## src/rtl/mem_bus_interface.sv

```systemverilog
// rtl/mem_bus_interface.sv - strobe to req/ack bridge between the multicycle controller and external memory
//
// Purpose: turns one-cycle controller strobes (mld, mem_write, mout) into a
// registered req/ack handshake with a variable-latency memory. Holds MAR, WDR
// and MDR, and raises busy so the controller freezes until the access ends.
//
// Optional feature: define MEM_TIMEOUT_EN to abort accesses that receive no
// mem_ack within TIMEOUT wait cycles (reads then return all ones).
//
// Ports:
//   clk, rst            clock, synchronous active-high reset
//   addr_in, wdata_in   address / write data from the internal bus
//   mld, mem_write      start read / start write (one-cycle strobes)
//   mout                request MDR onto the internal bus
//   rdata_out           current MDR contents
//   bus_drive           MDR bus enable (mout gated by ~busy)
//   busy                stall to the controller
//   mem_req, mem_we     external request / write enable (registered)
//   mem_addr, mem_wdata external address (MAR) / write data (WDR)
//   mem_rdata, mem_ack  external read data / one-cycle completion
//   overlap_err         sticky: strobe received while busy or colliding
//   timeout_err         sticky: access aborted on timeout
module mem_bus_interface #(
    parameter int ADDR_W  = 12,
    parameter int DATA_W  = 8,
    parameter int TIMEOUT = 15
) (
    input  logic              clk,
    input  logic              rst,
    input  logic [ADDR_W-1:0] addr_in,
    input  logic [DATA_W-1:0] wdata_in,
    input  logic              mld,
    input  logic              mem_write,
    input  logic              mout,
    output logic [DATA_W-1:0] rdata_out,
    output logic              bus_drive,
    output logic              busy,
    output logic              mem_req,
    output logic              mem_we,
    output logic [ADDR_W-1:0] mem_addr,
    output logic [DATA_W-1:0] mem_wdata,
    input  logic [DATA_W-1:0] mem_rdata,
    input  logic              mem_ack,
    output logic              overlap_err,
    output logic              timeout_err
);

    typedef enum logic [1:0] {
        IDLE    = 2'd0,
        RD_WAIT = 2'd1,
        WR_WAIT = 2'd2
    } state_t;

    state_t            state, state_nx;
    logic [ADDR_W-1:0] mar, mar_nx;
    logic [DATA_W-1:0] wdr, wdr_nx;
    logic [DATA_W-1:0] mdr, mdr_nx;
    logic              req, req_nx;
    logic              we, we_nx;
    logic              ovl, ovl_nx;

`ifdef MEM_TIMEOUT_EN
    localparam int CNT_W = (TIMEOUT < 2) ? 1 : $clog2(TIMEOUT);
    logic [CNT_W-1:0] cnt, cnt_nx;
    logic             tmo, tmo_nx;
    logic             expire;

    // cnt counts completed wait cycles; the TIMEOUT-th cycle without ack aborts.
    assign expire = (cnt == CNT_W'(TIMEOUT - 1));
`endif

    always_ff @(posedge clk) begin
        if (rst) begin
            state <= IDLE;
            mar   <= '0;
            wdr   <= '0;
            mdr   <= '0;
            req   <= 1'b0;
            we    <= 1'b0;
            ovl   <= 1'b0;
`ifdef MEM_TIMEOUT_EN
            cnt   <= '0;
            tmo   <= 1'b0;
`endif
        end else begin
            state <= state_nx;
            mar   <= mar_nx;
            wdr   <= wdr_nx;
            mdr   <= mdr_nx;
            req   <= req_nx;
            we    <= we_nx;
            ovl   <= ovl_nx;
`ifdef MEM_TIMEOUT_EN
            cnt   <= cnt_nx;
            tmo   <= tmo_nx;
`endif
        end
    end

    always_comb begin
        state_nx = state;
        mar_nx   = mar;
        wdr_nx   = wdr;
        mdr_nx   = mdr;
        req_nx   = req;
        we_nx    = we;
        ovl_nx   = ovl;
`ifdef MEM_TIMEOUT_EN
        cnt_nx   = cnt;
        tmo_nx   = tmo;
`endif
        case (state)
            IDLE: begin
`ifdef MEM_TIMEOUT_EN
                cnt_nx = '0;
`endif
                // Write has priority; a colliding read strobe is dropped and flagged.
                if (mem_write) begin
                    wdr_nx   = wdata_in;
                    mar_nx   = addr_in;
                    req_nx   = 1'b1;
                    we_nx    = 1'b1;
                    state_nx = WR_WAIT;
                    if (mld) ovl_nx = 1'b1;
                end else if (mld) begin
                    mar_nx   = addr_in;
                    req_nx   = 1'b1;
                    we_nx    = 1'b0;
                    state_nx = RD_WAIT;
                end
            end
            RD_WAIT, WR_WAIT: begin
                if (mld || mem_write) ovl_nx = 1'b1;
                if (mem_ack) begin
                    if (state == RD_WAIT) mdr_nx = mem_rdata;
                    req_nx   = 1'b0;
                    we_nx    = 1'b0;
                    state_nx = IDLE;
`ifdef MEM_TIMEOUT_EN
                end else if (expire) begin
                    if (state == RD_WAIT) mdr_nx = {DATA_W{1'b1}};
                    req_nx   = 1'b0;
                    we_nx    = 1'b0;
                    tmo_nx   = 1'b1;
                    state_nx = IDLE;
                end else begin
                    cnt_nx = cnt + CNT_W'(1);
`endif
                end
            end
            default: begin
                req_nx   = 1'b0;
                we_nx    = 1'b0;
                state_nx = IDLE;
            end
        endcase
    end

    assign busy        = (state != IDLE);
    assign bus_drive   = mout & ~busy;
    assign rdata_out   = mdr;
    assign mem_req     = req;
    assign mem_we      = we;
    assign mem_addr    = mar;
    assign mem_wdata   = wdr;
    assign overlap_err = ovl;
`ifdef MEM_TIMEOUT_EN
    assign timeout_err = tmo;
`else
    assign timeout_err = 1'b0;
`endif

endmodule

```

## config.mk

```make
export PLATFORM = sky130hd
export DESIGN_NAME = mem_bus_interface
export DESIGN_NICKNAME = d
export VERILOG_FILES = /design/src/rtl/mem_bus_interface.sv
export SDC_FILE = /design/constraint.sdc
export NUM_CORES = 1
export LEC_CHECK = 0
export CAP_MARGIN = 25
export CORE_MARGIN = 1
export CORE_UTILIZATION = 37
export DETAILED_ROUTE_END_ITERATION = 16
export PLACE_DENSITY = 0.78
export SKIP_LAST_GASP = 1
export SYNTH_ARGS = -nofsm -noshare
export SYNTH_HDL_FRONTEND = slang
export SYNTH_SLANG_ARGS = --single-unit
```

## constraint.sdc

```tcl
create_clock -name clk -period 1.5 [get_ports clk]
set_input_delay 0.3 -clock clk [delete_from_list [all_inputs] [get_ports clk]]
set_output_delay 0.3 -clock clk [all_outputs]
set_load 0.1 [all_outputs]
```

==> results.cfg <==
[run_status]
status = finished with violations
violations = negative setup slack

[worst_setup_path]
r2r-start = state[1]$_SDFFE_PP0P_
path_delay_family = flip-flops
crit_type = register to output pin
crit_required_ps = 1200
cpMaxStageDelayCell = dfxtp_4
cp.buffers_inverters = 2
crit_start = state[1]$_SDFFE_PP0P_
crit_path_max_fanout = 3
slowest_delay_ps = 370
crit_chain = inv_4 -> ha_4 -> and2_4 -> buf_12
cp.arrival_ps = 1220
cp-end-kind = output pin
startpoint_type = register

[die]
num_rows = 20
pin_count = 68
initial_core_util_pct = 39.3
core_area_um2 = 3080
die-area_um2 = 3510
die_h_um = 59.2
die_x_um = 59.2

[timing]
tns_ps = -23.9
hold_viol = 0
period_needed_ps = 1520
final-max-slew-violation-count = 0
rsz0062_at_grt = yes
fmax_ghz = 0.656
fin_worst_skew_ps = 6.98
setup_viol = 1
timing.final.crit_share_pct = 102
fin_ws_ps = -23.9

[logic_synthesis]
yosysWarningCount = 0
synth_area_um2 = 1210
ys_seq_area_share_pct = 52.9
synth.net_count = 188
ys_types = 18
ys_ff_latch = 32
postSynthAreaPerCell_um2 = 7.97
syn-instance-count = 152

[place]
dp_hpwl_mm = 2.66
port_buffers = 66
place.gp.congestion = 0.736
pre_cts_ws_ps = 8.59
placed_area_um2 = 2310
dp_cells = 259

[clock_tree]
cts_hold_buf = 0
cts.sinks = 32
cts_tree = yes
cts.clk_slew.worst_paths_ps = 90
clockBufferDepth = 2
cts_root_buf = clkbuf_4
clkLatencyLatePin_ps = 330
h-tree-depth = 2
cts_made_buffers = 5

[global_routing]
grt_max_degree = 33
grt_pass1_vias = 1311
antenna_found_initial = 0
gr-total-overflow = 0
track_usage_pct = 22.9
grt_pass1_wl_mm = 5.87

[final_layout]
syn2layout_area_growth_pct = 99.6
nFillCells = 193
final_nets = 264
layoutNonFillerInstCount = 273
drive_gt1_share_pct = 27.1
fin_area_um2 = 2420
antenna_cells = 0

[power_and_ir_drop]
pwr-share-clk_pct = 18.4
vdd_ir_drop_max_mv = 0.765
switching_share_pct = 40.9
power.density_nw_per_um2 = 1140
pwr-share-comb_pct = 45.8
p_sw_uw = 1130
total_power_uw = 2770
p_int_uw = 1630
power_leakage_uw = 0.000950
p_seq_share_pct = 35.8

[drt]
num_vias = 1317
drc_errors = 0
first_iter_violations = 89
via_per_inst = 4.82
dr.pass1.iters = 4
drt-total-wl_mm = 3.58
ant_nets = 0
wl_per_cell_um = 13.1

[job]
max-cap-violations = 0

[worst_hold_path]
hold_path.class = register to register
holdCritStartpoint = mem_addr[8]$_SDFFE_PP0P_
## synthesized netlist by cell type
master	count	area, µm²
a211oi_1	1	7.51
a21o_1	1	7.51
a21oi_1	32	160
a221oi_1	1	8.76
and2_1	2	12.5
buf_2	2	10.0
buf_4	4	30.0
clkbuf_1	3	11.3
conb_1	1	3.75
dfxtp_1	32	641
ha_1	2	25.0
inv_1	4	15.0
nand2_1	51	191
nand2b_1	3	18.8
nand3_1	8	40.0
nor2b_1	1	6.26
o21a_1	1	7.51
o21ai_1	3	15.0
## placed cells by master (no fill, tap or decap)
cell,netlist,layout
clkinvlp_4,0,1
nand2b_1,3,3
conb_1,1,1
clkbuf_8,0,1
and2_4,0,1
inv_1,4,1
nand2_2,0,1
dfxtp_2,0,1
a21o_1,1,1
clkbuf_4,0,5
and2_1,2,1
clkdlybuf4s50_1,0,33
inv_4,0,1
dfxtp_1,32,30
dfxtp_4,0,1
buf_12,0,35
a211oi_1,1,1
ha_4,0,1
ha_1,2,1
clkinv_2,0,2
nand2_1,51,50
nor2b_1,1,1
buf_4,4,10
a21oi_1,32,32
o21a_1,1,1
a221oi_2,0,1
nand3_1,8,8
inv_2,0,1
o21ai_1,3,3
## path summary, 6_finish.rpt
path | end | slack, ps | depth (start not counted)
max reg2reg | rdata_out[0]$_SDFFE_PP0P_ | 170 | 6
max | bus_drive | -20 | 4
min | mem_addr[8]$_SDFFE_PP0P_ | 500 | 2
min reg2reg | mem_addr[8]$_SDFFE_PP0P_ | 500 | 2
## worst reg2reg max path, stage by stage, from the launching register on
cell,delay [ps]
dfxtp_4,360
inv_4,60
buf_4,110
ha_1,330
nand2_2,180
nand2_1,130
a21oi_1,70
## metrics by stage
| stage | hold WS, ps | utilization, % |
|---|---|---|
| after global placement | 480 | 74.9 |
| final | 496 | 78.5 |
| after global routing | 510 | 78.5 |
| after floorplan | 366 | - |
| after detailed placement | 483 | 74.9 |
| after CTS | 491 | 78.2 |
## sequential cells by signal, indices dropped and copies added, names as in the netlist
register	cells
mem_addr	12
mem_wdata	8
rdata_out	8
state	2
mem_req	1
overlap_err	1
## power groups by stage
stage	sequential, µW	clock, µW	combinational [µW]
after floorplan	1440	0	286
after global placement	1010	0	1200
after detailed placement	1010	0	1230
after CTS	989	530	1260
after global routing	998	571	1320
final	990	510	1270
## layer usage
metal  global-route usage [%]  vias to the layer above  share of wire (%)
met3                     8.52                        6                6.5
met1                     23.4                      614                 37
met4                     11.6                        0                1.7
met5                        0                        -                  0
met2                     40.8                       51                 55
li1                         -                      646                  -
## logic make-up (layout without fill, tap and decap cells)
kind of cell	after synthesis	after routing	synth area share [%]
DFF	32	32	52.9
AOI/OAI and AO/OA	39	39	17.0
other	1	1	0.310
and+or+nand+nor	65	65	22.2
buffers and inverters	13	90	5.47
adders and majority gates	2	2	2.07
## what timing repair did
| item | CTS | global route |
|---|---|---|
| pin swaps | 1 | 2 |
| buffers inserted | 5 | 1 |
| gates resized for setup | 2 | 2 |
| cloned | 0 | 0 |
| setup endpoints to repair | 2 | 10 |
## layout make-up
type	instances	area, µm²	share of cell area, %
flip-flops and latches	32	646	26.7
well taps	44	55.1	2.28
clock buffers	6	51.3	2.12
clock inverters	2	10.0	0.414
inverters	4	21.3	0.880
repair buffers	78	1110	45.8
multi-input cells	107	528	21.8
(Power assumes the default switching activity.)
